$ cat src/rtl/uart_pkg.sv
`default_nettype none
// ============================================================================
// Module   : uart_pkg
// Purpose  : Shared UART register map, parity modes and TX state encoding.
// Revision : 1.0 - initial release
// ============================================================================
package uart_pkg;

    localparam logic [3:0] ADDR_PARITY = 4'b0101;
    localparam logic [3:0] ADDR_STOP   = 4'b0110;

    typedef enum logic [1:0] {
        PAR_NONE = 2'd0,
        PAR_EVEN = 2'd1,
        PAR_ODD  = 2'd2
    } parity_mode_t;

    typedef enum logic [2:0] {
        IDLE   = 3'd0,
        START  = 3'd1,
        DATA   = 3'd2,
        PARITY = 3'd3,
        STOP1  = 3'd4,
        STOP2  = 3'd5
    } tx_state_t;

    // Register encoding: 00/01 none, 10 even, 11 odd.
    function automatic parity_mode_t decode_parity(input logic [1:0] sel);
        case (sel)
            2'b10:   return PAR_EVEN;
            2'b11:   return PAR_ODD;
            default: return PAR_NONE;
        endcase
    endfunction

endpackage
`default_nettype wire

$ cat src/rtl/uart_tx_fifo.sv
`default_nettype none
// ============================================================================
// Module   : uart_tx_fifo
// Purpose  : Synchronous FIFO for the UART transmitter; a pop frees a slot
//            for a same-cycle push even when full. DEPTH must be a power of 2.
// Revision : 1.0 - initial release
// ============================================================================
module uart_tx_fifo #(
    parameter int unsigned DEPTH = 4,
    parameter int unsigned WIDTH = 8
) (
    input  logic             clk,
    input  logic             rst,
    input  logic             push,
    input  logic [WIDTH-1:0] push_data,
    input  logic             pop,
    output logic [WIDTH-1:0] pop_data,
    output logic             full,
    output logic             empty
);

    localparam int unsigned AW = $clog2(DEPTH);

    logic [WIDTH-1:0] r_mem [DEPTH];
    logic [AW:0]      r_wr_ptr;
    logic [AW:0]      r_rd_ptr;
    logic             w_do_push;
    logic             w_do_pop;

    assign empty     = (r_wr_ptr == r_rd_ptr);
    assign full      = (r_wr_ptr[AW] != r_rd_ptr[AW]) &&
                       (r_wr_ptr[AW-1:0] == r_rd_ptr[AW-1:0]);
    assign w_do_pop  = pop && !empty;
    assign w_do_push = push && (!full || w_do_pop);
    assign pop_data  = r_mem[r_rd_ptr[AW-1:0]];

    always_ff @(posedge clk) begin
        if (rst) begin
            r_wr_ptr <= '0;
            r_rd_ptr <= '0;
        end else begin
            if (w_do_push) r_wr_ptr <= r_wr_ptr + 1'b1;
            if (w_do_pop)  r_rd_ptr <= r_rd_ptr + 1'b1;
        end
    end

    always_ff @(posedge clk) begin
        if (w_do_push) r_mem[r_wr_ptr[AW-1:0]] <= push_data;
    end

endmodule
`default_nettype wire

$ cat src/rtl/uart_serial_tx.sv
`default_nettype none
// ============================================================================
// Module   : uart_serial_tx
// Purpose  : UART transmitter: start, 8 data bits LSB first, optional parity,
//            1 or 2 stop bits. Define UART_TX_FIFO_EN for a FIFO_DEPTH-entry
//            TX FIFO instead of the single holding register.
// Revision : 1.0 - initial release
// ============================================================================
module uart_serial_tx
    import uart_pkg::*;
#(
    parameter int unsigned CLKS_PER_BIT = 16,
    parameter int unsigned FIFO_DEPTH   = 4
) (
    input  logic       clk,
    input  logic       rst,
    input  logic [7:0] in_data,
    input  logic       in_valid,
    output logic       in_ready,
    input  logic       c_valid,
    input  logic [3:0] c_addr,
    input  logic [7:0] c_data,
    output logic       c_ready,
    output logic       out,
    output logic       busy
);

    localparam int unsigned      CNT_W    = $clog2(CLKS_PER_BIT);
    localparam logic [CNT_W-1:0] CNT_LAST = CNT_W'(CLKS_PER_BIT - 1);

    tx_state_t    r_state;
    logic [CNT_W-1:0] r_cnt;
    logic [2:0]   r_idx;
    logic [7:0]   r_shift;
    logic         r_par_bit;
    logic         r_par_en_sh;
    logic         r_stop2_sh;
    parity_mode_t r_par_mode;
    logic         r_stop2;
    logic         r_out;

    logic       w_bit_done;
    logic       w_frame_end;
    logic       w_avail;
    logic [7:0] w_byte;
    logic       w_start;
    logic       w_pending;
    logic       w_cfg_wr;
    logic       w_unused_bits;

    assign w_bit_done  = (r_cnt == CNT_LAST);
    assign w_frame_end = w_bit_done &&
                         ((r_state == STOP1 && !r_stop2_sh) || r_state == STOP2);
    // A new frame starts from IDLE or seamlessly from the last stop bit.
    assign w_start     = w_avail && (r_state == IDLE || w_frame_end);
    assign busy        = (r_state != IDLE) || w_pending;
    assign c_ready     = !busy;
    assign w_cfg_wr    = c_valid && c_ready;
    assign out         = r_out;
    assign w_unused_bits = &{1'b0, c_data[7:2], FIFO_DEPTH[0]};

`ifdef UART_TX_FIFO_EN
    logic       w_fifo_empty;
    logic       w_fifo_full;
    logic [7:0] w_fifo_head;
    logic       w_pop;
    logic       w_push;

    // An empty FIFO is bypassed so an idle line starts on the next cycle.
    assign w_avail   = !w_fifo_empty || in_valid;
    assign w_byte    = w_fifo_empty ? in_data : w_fifo_head;
    assign w_pop     = w_start && !w_fifo_empty;
    assign w_push    = in_valid && in_ready && !(w_start && w_fifo_empty);
    assign in_ready  = !w_fifo_full || w_pop;
    assign w_pending = !w_fifo_empty;

    uart_tx_fifo #(
        .DEPTH (FIFO_DEPTH),
        .WIDTH (8)
    ) u_fifo (
        .clk       (clk),
        .rst       (rst),
        .push      (w_push),
        .push_data (in_data),
        .pop       (w_pop),
        .pop_data  (w_fifo_head),
        .full      (w_fifo_full),
        .empty     (w_fifo_empty)
    );
`else
    logic [7:0] r_hold;
    logic       r_hold_full;

    // An empty holding register is bypassed so an idle line starts next cycle.
    assign w_avail   = r_hold_full || in_valid;
    assign w_byte    = r_hold_full ? r_hold : in_data;
    assign in_ready  = !r_hold_full;
    assign w_pending = r_hold_full;

    always_ff @(posedge clk) begin
        if (rst) begin
            r_hold      <= '0;
            r_hold_full <= 1'b0;
        end else if (w_start && r_hold_full) begin
            r_hold_full <= 1'b0;
        end else if (in_valid && !r_hold_full && !w_start) begin
            r_hold      <= in_data;
            r_hold_full <= 1'b1;
        end
    end
`endif

    always_ff @(posedge clk) begin
        if (rst) begin
            r_state     <= IDLE;
            r_cnt       <= '0;
            r_idx       <= '0;
            r_shift     <= '0;
            r_par_bit   <= 1'b0;
            r_par_en_sh <= 1'b0;
            r_stop2_sh  <= 1'b0;
            r_par_mode  <= PAR_NONE;
            r_stop2     <= 1'b0;
            r_out       <= 1'b1;
        end else begin
            if (w_cfg_wr) begin
                if (c_addr == ADDR_PARITY)    r_par_mode <= decode_parity(c_data[1:0]);
                else if (c_addr == ADDR_STOP) r_stop2    <= c_data[0];
            end

            // Byte, parity and frame format are all frozen at START entry.
            if (w_start) begin
                r_state     <= START;
                r_cnt       <= '0;
                r_idx       <= '0;
                r_shift     <= w_byte;
                r_par_bit   <= (^w_byte) ^ (r_par_mode == PAR_ODD);
                r_par_en_sh <= (r_par_mode != PAR_NONE);
                r_stop2_sh  <= r_stop2;
                r_out       <= 1'b0;
            end else if (r_state != IDLE) begin
                if (!w_bit_done) begin
                    r_cnt <= r_cnt + 1'b1;
                end else begin
                    r_cnt <= '0;
                    case (r_state)
                        START: begin
                            r_state <= DATA;
                            r_out   <= r_shift[0];
                        end
                        DATA: begin
                            if (r_idx == 3'd7) begin
                                r_state <= r_par_en_sh ? PARITY : STOP1;
                                r_out   <= r_par_en_sh ? r_par_bit : 1'b1;
                            end else begin
                                r_idx <= r_idx + 3'd1;
                                r_out <= r_shift[r_idx + 3'd1];
                            end
                        end
                        PARITY: begin
                            r_state <= STOP1;
                            r_out   <= 1'b1;
                        end
                        STOP1: begin
                            r_state <= r_stop2_sh ? STOP2 : IDLE;
                            r_out   <= 1'b1;
                        end
                        default: begin
                            r_state <= IDLE;
                            r_out   <= 1'b1;
                        end
                    endcase
                end
            end
        end
    end

endmodule
`default_nettype wire

$ cat config.mk
export PLATFORM = sky130hd
export DESIGN_NAME = uart_serial_tx
export DESIGN_NICKNAME = d
export VERILOG_FILES = /design/src/rtl/uart_pkg.sv /design/src/rtl/uart_tx_fifo.sv /design/src/rtl/uart_serial_tx.sv
export SDC_FILE = /design/constraint.sdc
export NUM_CORES = 1
export LEC_CHECK = 0
export CORE_MARGIN = 2
export CORE_UTILIZATION = 54
export DETAILED_ROUTE_END_ITERATION = 8
export GPL_TIMING_DRIVEN = 0
export MAX_ROUTING_LAYER = met4
export PLACE_DENSITY = 0.91
export RECOVER_POWER = 50
export SLEW_MARGIN = 25
export SYNTH_ARGS = -nofsm -noshare
export SYNTH_HDL_FRONTEND = slang
export SYNTH_SLANG_ARGS = --single-unit
$ cat constraint.sdc
create_clock -name clk -period 2 [get_ports clk]
set_input_delay 0.3 -clock clk [delete_from_list [all_inputs] [get_ports clk]]
set_output_delay 0.3 -clock clk [all_outputs]
set_load 0.02 [all_outputs]
==> impl_metrics.py, run 1 <==
metrics = {
    "critical_path": {
        "slowest_delay_ps": 580,
        "r2r-end": "r_idx[1]",
        "worstSetupPathType": "reg -> out",
        "r2r_start": "r_cnt[0]",
        "required_ps": 1700,
        "cp_slowest_cell": "clkdlybuf4s50_1",
        "path_depth": 2,
        "cp-start-kind": "flop",
        "path_buf_inv": 2,
        "startpoint": "r_hold_full",
        "reg2regPathDepth": 7,
        "crit_chain": "clkinv_2 -> clkdlybuf4s50_1",
        "crit_family": "buffers and inverters",
        "cp-end-kind": "primary output",
        "cp_max_fo": 5,
        "cp.arrival_ps": 1570,
        "reg2reg_slack_ps": 170,
        "crit_path_end": "in_ready",
    },
    "logic_synthesis": {
        "synth_nets": 218,
        "yosys_warnings": 0,
        "synthCells": 191,
        "syn_area_sq_um": 1890,
        "yosys.cell_types.count": 43,
        "yosysTopAreaCellShare_pct": 36.0,
        "ys.flop_type": "dfxtp_1",
        "synth_largest_area_cell": "dfxtp_1",
        "synth_seq_cells": 34,
        "ys_seq_area_share_pct": 36.0,
        "avgSynthCellArea_sq_um": 9.90,
        "async_reset_ff_share_pct": 0,
        "synth_edf_count": 0,
        "synth_area_leaders": "dfxtp_1 (36%), mux2i_1 (14%), nor2_1 (5.6%)",
    },
    "drt": {
        "dr.pass1.iters": 4,
        "via_count": 1462,
        "drc_errors": 0,
        "drtAntennaViolNets": 0,
        "wl_um": 3780,
        "avgViaCountPerCell": 5.50,
        "wire_per_inst_um": 14.2,
        "drt_iter0_drc": 76,
    },
    "sta": {
        "finalSetupViolCount": 0,
        "finalMaxSlewViolations": 0,
        "relSlewSlack_pct": 62.1,
        "fmax_ghz": 0.535,
        "fin_skew_ps": 7.40,
        "layout_setup_ws_ps": 131,
        "final.hold.worst_slack_ps": 494,
        "finalCritPeriodShare_pct": 93.4,
        "post-route-min-period_ps": 1870,
        "tightest_slew_ps": 564,
        "hold_viol": 0,
    },
    "floorplan": {
        "pin_count": 28,
        "rows": 21,
        "dieHeight_um": 63.2,
        "die_area_sq_um": 3990,
        "coreArea_sq_um": 3340,
        "die_w_um": 63.2,
        "initial_core_util_pct": 56.7,
    },
    "final_layout": {
        "fill_cells": 277,
        "stdcell_count": 266,
        "n_antenna_cell": 0,
        "syn2layout_area_growth_pct": 16.7,
        "nets": 246,
        "drive_gt1_share_pct": 15.0,
    },
    "place": {
        "port_buffers": 21,
        "place.gp.congestion": 0.768,
        "post-place-ws_ps": -25.5,
        "dp.cells": 258,
        "dpl.hpwl_um": 2790,
    },
    "status": {
        "status": "complete, no violations",
    },
    "cts": {
        "cts.sinks": 34,
        "clock_path_buffers": 2,
        "cts_buffers": 5,
        "cts_tree": "yes",
        "insertion_delay_ps": 350,
        "htreeDepth": 2,
        "path_clk_slew_ps": 100,
        "cts_root_buf": "clkbuf_4",
    },
    "worst_hold_path": {
        "hp-class": "reg -> reg",
        "min-delay-start": "r_par_mode[0]",
    },
    "pwr": {
        "cellPowerDensity_nw_per_um2": 707,
        "power_mw": 1.56,
        "power.leakage_nw": 0.840,
        "max-vdd-ir-drop_uv": 549,
    },
    "global_route": {
        "grt_pass1_vias": 1427,
        "track_usage_pct": 21.7,
        "grt_max_degree": 11,
        "antenna_found_initial": 0,
        "grt_pass1_wl_um": 6530,
        "grt.overflow.total": 0,
    },
    "flow_run": {
        "cap_violations": 0,
    },
}
==> where the power goes <==
group / total (mW) / switching (mW) / internal [mW]
clock: 0.479 / 0.239 / 0.240
sequential: 0.748 / 0.0291 / 0.719
combinational: 0.331 / 0.164 / 0.167
total: 1.56 / 0.433 / 1.13
==> synthesized netlist by cell type, types with 3 or more instances <==
master and number:
dfxtp_1 34, nor2_1 28, mux2i_1 26, a21oi_1 11, a211oi_2 8, xor2_1 8
nand2_1 7, buf_6 4, inv_1 4, nand2b_1 4, o21ai_0 4, a211oi_1 3
buf_2 3, ha_1 3, nand3b_1 3, nor3_1 3, xnor2_1 3
==> worst min-delay path, stage by stage (launching register included) <==
cell	delay (ps)
dfxtp_1	330
nand2b_1	70
a21oi_1	50
==> per-stage QoR <==
step	setup TNS (ps)	utilization (%)	instance area (sq um)
after global placement	0	64.7	2160
after CTS	0	67.0	2240
after detailed placement	-59.0	64.7	2160
final	0	66.1	2210
after floorplan	0	-	1890
after global routing	-0.115	66.1	2210
==> cell type report <==
type | count | area, sq um | area share, %
flip-flops and latches | 34 | 682 | 30.9
well taps | 46 | 57.6 | 2.61
clock buffers | 8 | 78.8 | 3.57
repair buffers | 21 | 208 | 9.42
multi-input cells | 141 | 1080 | 48.9
inverters | 5 | 20.0 | 0.908
plain buffers | 11 | 81.3 | 3.69
==> sequential cells by signal, summed over array words and instances (netlist names) <==
name         flops
r_shift          8
out              1
r_state          3
r_par_en_sh      1
r_hold_full      1
r_hold           8
r_idx            3
r_par_bit        1
r_cnt            4
r_par_mode       2
r_stop2          1
r_stop2_sh       1
==> placed cells by master, fill, tap and decap left out, drive strengths merged, types with 3 or more instances in the layout <==
| master | count |
|---|---|
| nor2 | 31 |
| ha | 3 |
| a21oi | 11 |
| xnor2 | 3 |
| clkdlybuf4s50 | 18 |
| nand2b | 4 |
| xor2 | 8 |
| nand2 | 7 |
| nor3 | 3 |
| buf | 6 |
| inv | 4 |
| nor3b | 3 |
| a211oi | 11 |
| o21ai | 4 |
| clkbuf | 12 |
| dfxtp | 34 |
| nand3b | 3 |
| mux2i | 26 |
==> routing by layer <==
layer	wire length [um]	track usage, %	up-vias
met5	0	-	-
li1	-	-	740
met3	118	4.46	7
met4	73	8.97	0
met2	1830	35.1	24
met1	1760	26.4	691
==> how the worst min path moves through the flow <==
stage / slack [ps] / depth (start not counted) / end
global placement: 450 / 2 / out
global route: 530 / 2 / r_par_mode[1]
floorplan: 360 / 1 / r_shift[7]
finish: 490 / 2 / r_par_mode[0]
CTS: 500 / 2 / r_par_mode[0]
detailed placement: 480 / 2 / r_par_mode[0]
==> cell families (layout without fill, tap and decap cells) <==
logic type                 Yosys count  after routing  share of synthesized area [%]
buffers and inverters               16             45                           5.76
muxes                               28             28                           16.1
AOI/OAI and AO/OA                   31             31                           13.3
and+or+nand+nor                     67             67                           20.5
adders and majority gates            3              3                           1.99
xor gates and xnor gates            12             12                           6.29
DFF                                 34             34                           36.0
==> repair_timing <==
item	CTS	global route
pin swaps	1	0
setup endpoints to repair	11	24
buffers inserted	0	0
gates resized for setup	3	3
hold buffers	0	0
cloned	0	0
(Power assumes the default switching activity.)
==> run 2: changes to the inputs <==
--- a/config.mk
+++ b/config.mk
@@ -5,7 +5,6 @@
 export SDC_FILE = /design/constraint.sdc
 export NUM_CORES = 1
 export LEC_CHECK = 0
-export CORE_MARGIN = 2
 export CORE_UTILIZATION = 54
 export DETAILED_ROUTE_END_ITERATION = 8
 export GPL_TIMING_DRIVEN = 0
@@ -15,4 +14,5 @@
 export SLEW_MARGIN = 25
 export SYNTH_ARGS = -nofsm -noshare
 export SYNTH_HDL_FRONTEND = slang
+export SYNTH_HIERARCHICAL = 1
 export SYNTH_SLANG_ARGS = --single-unit
==> run 2 against run 1 <==
Effect of this change:
- fmax up 0.98%
- wire length down 0.93%
- synthesized cell count unchanged
- global-route usage up 2.2 points
- core utilization up 1.1 points
- register-to-register slack worse by 20 ps
- final cell count unchanged
- critical path type unchanged
- critical endpoint unchanged
==> impl_metrics.py, run 2 <==
metrics = {
    "status": {
        "status": "complete, no violations",
    },
    "pwr": {
        "swShare_pct": 27.5,
        "power.internal_mw": 1.15,
        "max-vdd-ir-drop_uv": 435,
        "seqPwrFrac_pct": 47.3,
        "cellPowerDensity_nw_per_um2": 708,
        "power.leakage_nw": 0.841,
        "combPwrFrac_pct": 21.6,
        "clkPwrFrac_pct": 31.2,
        "power.switching_mw": 0.437,
    },
    "logic_synthesis": {
        "synth_seq_cells": 34,
        "synth_nets": 218,
        "synthCells": 191,
        "ys_seq_area_share_pct": 36.0,
        "synthMostInstantiatedCell": "dfxtp_1",
        "yosys_warnings": 6,
        "avgSynthCellArea_sq_um": 9.90,
        "syn_area_sq_um": 1890,
        "synth_edf_count": 0,
        "synth_area_leaders": "dfxtp_1 (36%), mux2i_1 (14%), nor2_1 (5.6%)",
        "ys.flop_type": "dfxtp_1",
        "async_reset_ff_share_pct": 0,
        "synth_commonest_cells": "dfxtp_1 (34), nor2_1 (28), mux2i_1 (26)",
        "synth_largest_area_cell": "dfxtp_1",
        "yosysTopAreaCellShare_pct": 36.0,
        "yosys.cell_types.count": 43,
    },
    "critical_path": {
        "cp-start-kind": "flop",
        "cp.arrival_ps": 1550,
        "cp_slowest_cell": "clkdlybuf4s50_1",
        "worstSetupPathType": "reg -> out",
        "cp-end-kind": "primary output",
        "cp_max_fo": 5,
        "crit_chain": "clkinv_2 -> clkdlybuf4s50_1",
        "slowest_delay_ps": 580,
        "required_ps": 1700,
    },
    "place": {
        "dp.cells": 258,
        "place.gp.congestion": 0.809,
        "post-place-ws_ps": -24.5,
        "dpl.hpwl_um": 2720,
        "port_buffers": 21,
    },
    "global_route": {
        "grt_max_degree": 12,
        "grt.overflow.total": 0,
        "antenna_found_initial": 0,
        "grt_pass1_vias": 1375,
        "grt_pass1_wl_um": 6090,
        "track_usage_pct": 23.8,
    },
    "final_layout": {
        "drive_gt1_share_pct": 17.7,
        "fill_cells": 283,
        "nets": 246,
        "regArea_sq_um": 682,
        "final_cell_mix": "dfxtp_1 (33), nor2_1 (28), mux2i_1 (26), clkdlybuf4s50_1 (18), a21oi_1 (11)",
        "utilization_pct": 67.2,
        "reg_top3": "r_hold (8), r_shift (8), r_cnt (4)",
        "final_common_cell": "dfxtp_1",
        "stdcell_count": 266,
        "syn2layout_area_growth_pct": 18.6,
        "multiInputGateArea_sq_um": 1110,
        "n_antenna_cell": 0,
    },
    "sta": {
        "fin_skew_ps": 8.99,
        "rsz0062_at_grt": "no",
        "fmax_ghz": 0.540,
        "post-route-min-period_ps": 1850,
        "finalSetupViolCount": 0,
        "layout_setup_ws_ps": 149,
        "finalMaxSlewViolations": 0,
        "hold_viol": 0,
        "finalCritPeriodShare_pct": 92.5,
        "relSlewSlack_pct": 58.5,
        "tightest_slew_ps": 617,
        "final.hold.worst_slack_ps": 478,
    },
    "floorplan": {
        "initial_core_util_pct": 56.7,
        "die_area_sq_um": 3740,
        "coreArea_sq_um": 3340,
        "rows": 21,
        "pin_count": 28,
        "die_w_um": 61.2,
        "dieHeight_um": 61.2,
    },
    "cts": {
        "cts_tree": "yes",
        "cts_setup_buffers": 0,
        "cts.sinks": 34,
        "cts_root_buf": "clkbuf_4",
        "path_clk_slew_ps": 100,
        "htreeDepth": 2,
        "clock_path_buffers": 2,
        "cts_hold_buf": 0,
        "cts_buffers": 5,
        "insertion_delay_ps": 350,
    },
    "drt": {
        "wire_per_inst_um": 14.1,
        "via_count": 1459,
        "drc_errors": 0,
        "drt_iter0_drc": 60,
        "avgViaCountPerCell": 5.48,
        "dr.pass1.iters": 4,
        "wl_um": 3740,
        "drtAntennaViolNets": 0,
    },
    "worst_hold_path": {
        "hp-class": "reg -> reg",
    },
    "flow_run": {
        "cap_violations": 0,
    },
}
==> run 2: cell counts after synthesis <==
Identical to the previous run, type by type.
==> run 2: per-stage QoR <==
stage	area, sq um	TNS (ps)	total power [mW]
detailed placement	2160	-197	1.12
finish	2240	0	1.59
global placement	2160	0	1.11
floorplan	1890	0	1.01
global route	2240	0	1.65
CTS	2240	0	1.60
==> run 2: kinds of logic after synthesis <==
logic type,count (synthesis),synth area share (%)
AND/OR/NAND/NOR,67,20.5
flip-flops,34,36.0
AO/OA/AOI/OAI,31,13.3
multiplexers,28,16.1
buffers and inverters,16,5.76
XOR/XNOR,12,6.29
adder cells (fa/ha/maj),3,1.99
==> run 2: layer usage <==
metal | GRT usage [%] | wire length (um)
met3 | 6.09 | 124
met4 | 12.0 | 57
met2 | 37.9 | 1810
met1 | 27.8 | 1750
met5 | - | 0
==> run 2: final cells by class <==
cell class,instances,area share (%)
Sequential cell,34,30.4
Multi-Input combinational cell,141,49.6
Inverter,5,0.893
Tap cell,46,2.57
Timing Repair Buffer,21,9.26
Clock inverter,3,1.79
Clock buffer,5,1.67
Buffer,11,3.79
==> run 2: path summary, 6_finish.rpt <==
check | start | to | slack (ps) | depth (start not counted)
setup reg to reg | r_state[0] | r_hold_full | 150 | 7
hold reg to reg | out | out | 480 | 2
hold / removal | out | out | 480 | 2
setup / recovery | r_hold_full | in_ready | 150 | 2
==> run 2: power groups by stage <==
stage	registers (mW)	clock network, mW	logic, mW
floorplan	0.759	0	0.247
global placement	0.762	0	0.345
detailed placement	0.765	0	0.353
CTS	0.750	0.497	0.349
global route	0.754	0.527	0.373
finish	0.750	0.495	0.342
==> run 2: critical path, delay by kind of cell (launching register included) <==
kind	cells	cell delay (ps)
flops	1	440
buf+inv	2	770
==> run 2: repair_timing <==
item	4_1_cts	5_1_grt
endpoints found under the setup margin	14	28
pin swaps	0	1
gates resized for setup	4	5
==> run 3: changes to the inputs <==
--- a/config.mk
+++ b/config.mk
@@ -5,6 +5,7 @@
 export SDC_FILE = /design/constraint.sdc
 export NUM_CORES = 1
 export LEC_CHECK = 0
+export CORE_MARGIN = 5
 export CORE_UTILIZATION = 54
 export DETAILED_ROUTE_END_ITERATION = 8
 export GPL_TIMING_DRIVEN = 0
==> run 3 against run 2 <==
Effect of this change:
- setup slack worse by 69 ps
- power decreased by 9.3%
- final area fell by 2.0%
- clock skew rose by 0.52 ps
- non-clock buffer count did not move
- critical path type is now reg -> reg
- largest cell class unchanged
- combinational power down 1%
==> impl_metrics.py, run 3 (same netlist as run 2, synthesis figures left out) <==
metrics = {
    "status": {
        "status": "complete, no violations",
    },
    "drt": {
        "wire_per_inst_um": 14.3,
        "drt_iter0_drc": 88,
        "drtAntennaViolNets": 0,
        "avgViaCountPerCell": 5.47,
        "dr.pass1.iters": 4,
        "via_count": 1450,
        "wl_um": 3790,
        "drc_errors": 0,
    },
    "pwr": {
        "power.leakage_nw": 0.825,
        "max-vdd-ir-drop_uv": 570,
        "power_mw": 1.44,
        "swShare_pct": 28.9,
        "power.internal_mw": 1.02,
        "combPwrFrac_pct": 23.5,
        "cellPowerDensity_nw_per_um2": 654,
        "clkPwrFrac_pct": 24.4,
        "power.switching_mw": 0.416,
        "seqPwrFrac_pct": 52.1,
    },
    "critical_path": {
        "cp-end-kind": "flop",
        "crit_chain": "ha_4 -> mux4_2 -> mux2i_1 -> a21oi_1 -> nor3_1 -> o21ai_0",
        "cp.arrival_ps": 2150,
        "reg2reg_slack_ps": 80,
        "crit_family": "multiplexers",
        "required_ps": 2230,
        "cp_max_fo": 4,
        "cp_slowest_cell": "mux4_2",
        "r2r_start": "r_idx[0]",
        "cp-start-kind": "flop",
        "reg2regPathDepth": 6,
        "r2r-end": "out",
        "worstSetupPathType": "reg -> reg",
        "slowest_delay_ps": 510,
        "path_buf_inv": 0,
    },
    "cts": {
        "path_clk_slew_ps": 100,
        "clock_path_buffers": 2,
        "cts_hold_buf": 0,
        "htreeDepth": 2,
        "cts.sinks": 34,
        "insertion_delay_ps": 340,
        "cts_buffers": 5,
        "cts_tree": "yes",
        "cts_root_buf": "clkbuf_4",
    },
    "final_layout": {
        "stdcell_count": 265,
        "fill_cells": 310,
        "reg_top3": "r_hold (8), r_shift (8), r_cnt (4)",
        "final_common_cell": "dfxtp_1",
        "regArea_sq_um": 681,
        "multiInputGateArea_sq_um": 1090,
        "syn2layout_area_growth_pct": 16.3,
        "drive_gt1_share_pct": 14.6,
        "utilization_pct": 65.4,
        "nets": 246,
        "n_antenna_cell": 0,
        "final_cell_mix": "dfxtp_1 (34), nor2_1 (28), mux2i_1 (26), clkdlybuf4s50_1 (18), a21oi_1 (11)",
    },
    "floorplan": {
        "rows": 21,
        "dieHeight_um": 69.2,
        "coreArea_sq_um": 3360,
        "die_w_um": 69.2,
        "pin_count": 28,
        "die_area_sq_um": 4780,
        "initial_core_util_pct": 56.2,
    },
    "global_route": {
        "grt.overflow.total": 0,
        "track_usage_pct": 17.5,
        "antenna_found_initial": 0,
        "grt_max_degree": 11,
        "grt_pass1_wl_um": 6670,
        "grt_pass1_vias": 1426,
    },
    "sta": {
        "tightest_slew_ps": 622,
        "finalCritPeriodShare_pct": 96.0,
        "finalSetupViolCount": 0,
        "layout_setup_ws_ps": 80.7,
        "post-route-min-period_ps": 1920,
        "finalMaxSlewViolations": 0,
        "relSlewSlack_pct": 58.2,
        "fmax_ghz": 0.521,
        "fin_skew_ps": 9.51,
        "hold_viol": 0,
    },
    "worst_hold_path": {
        "min_to": "r_par_mode[1]",
        "min-delay-start": "r_par_mode[1]",
        "hp-class": "reg -> reg",
        "hold_depth": 2,
    },
    "place": {
        "post-place-ws_ps": -16.5,
        "dp.cells": 258,
        "place.gp.congestion": 0.830,
        "port_buffers": 21,
        "dpl.hpwl_um": 2750,
    },
    "flow_run": {
        "cap_violations": 0,
    },
}
==> run 3: changes by cell type in the layout (fill, tap and decap cells not counted), sizes merged <==
cell / previous run / this run
clkinv: 3 / 1
clkbuf: 11 / 12
bufinv: 1 / 0
buf: 4 / 5
==> run 3: cell type report <==
cell class | instances | area share, %
Clock buffer | 7 | 2.05
Multi-Input combinational cell | 141 | 49.8
Tap cell | 46 | 2.62
Inverter | 5 | 0.911
Buffer | 11 | 4.21
Timing Repair Buffer | 21 | 9.45
Sequential cell | 34 | 31.0
==> run 3: power by group through the flow <==
| stage | clock network, mW | logic [mW] | registers [mW] |
|---|---|---|---|
| 2_1_floorplan | 0 | 0.247 | 0.759 |
| 6_report | 0.351 | 0.338 | 0.750 |
| 3_5_place_dp | 0 | 0.354 | 0.764 |
| 3_3_place_gp | 0 | 0.346 | 0.762 |
| 4_1_cts | 0.364 | 0.351 | 0.749 |
| 5_1_grt | 0.396 | 0.368 | 0.754 |
==> run 3: worst max path at each step <==
stage,start,endpoint,slack [ps],cells after the start
3_3_place_gp,in_valid,r_hold[1],20,7
5_1_grt,r_idx[0],out,-8,6
4_1_cts,r_idx[0],out,40,6
6_report,r_idx[0],out,80,6
3_5_place_dp,r_cnt[0],r_state[2],-20,7
2_1_floorplan,r_cnt[0],r_cnt[0],280,7
==> run 3: repair_timing <==
item                                    in CTS  in global routing
buffers inserted                             0                  0
pin swaps                                    1                  0
endpoints found under the setup margin      23                 28
resized for setup                            3                  4
==> run 3: worst min-delay path, stage by stage, from the launching register on <==
cell and delay (ps):
dfxtp_1 330, nand2b_1 70, a21oi_1 50
==> run 3: per-layer routing <==
metal	share of wire (%)	vias to the layer above	track usage (%)
li1	-	738	-
met5	0	-	-
met4	2.2	0	7.81
met3	2.7	8	3.19
met1	47	686	22.1
met2	48	18	27.3
==> run 3: stage by stage <==
stage	cell area [sq um]	hold slack [ps]	TNS [ps]
floorplan	1890	365	0
finish	2200	485	0
global route	2200	521	-7.71
global placement	2160	454	0
CTS	2200	482	0
detailed placement	2160	468	-75.2
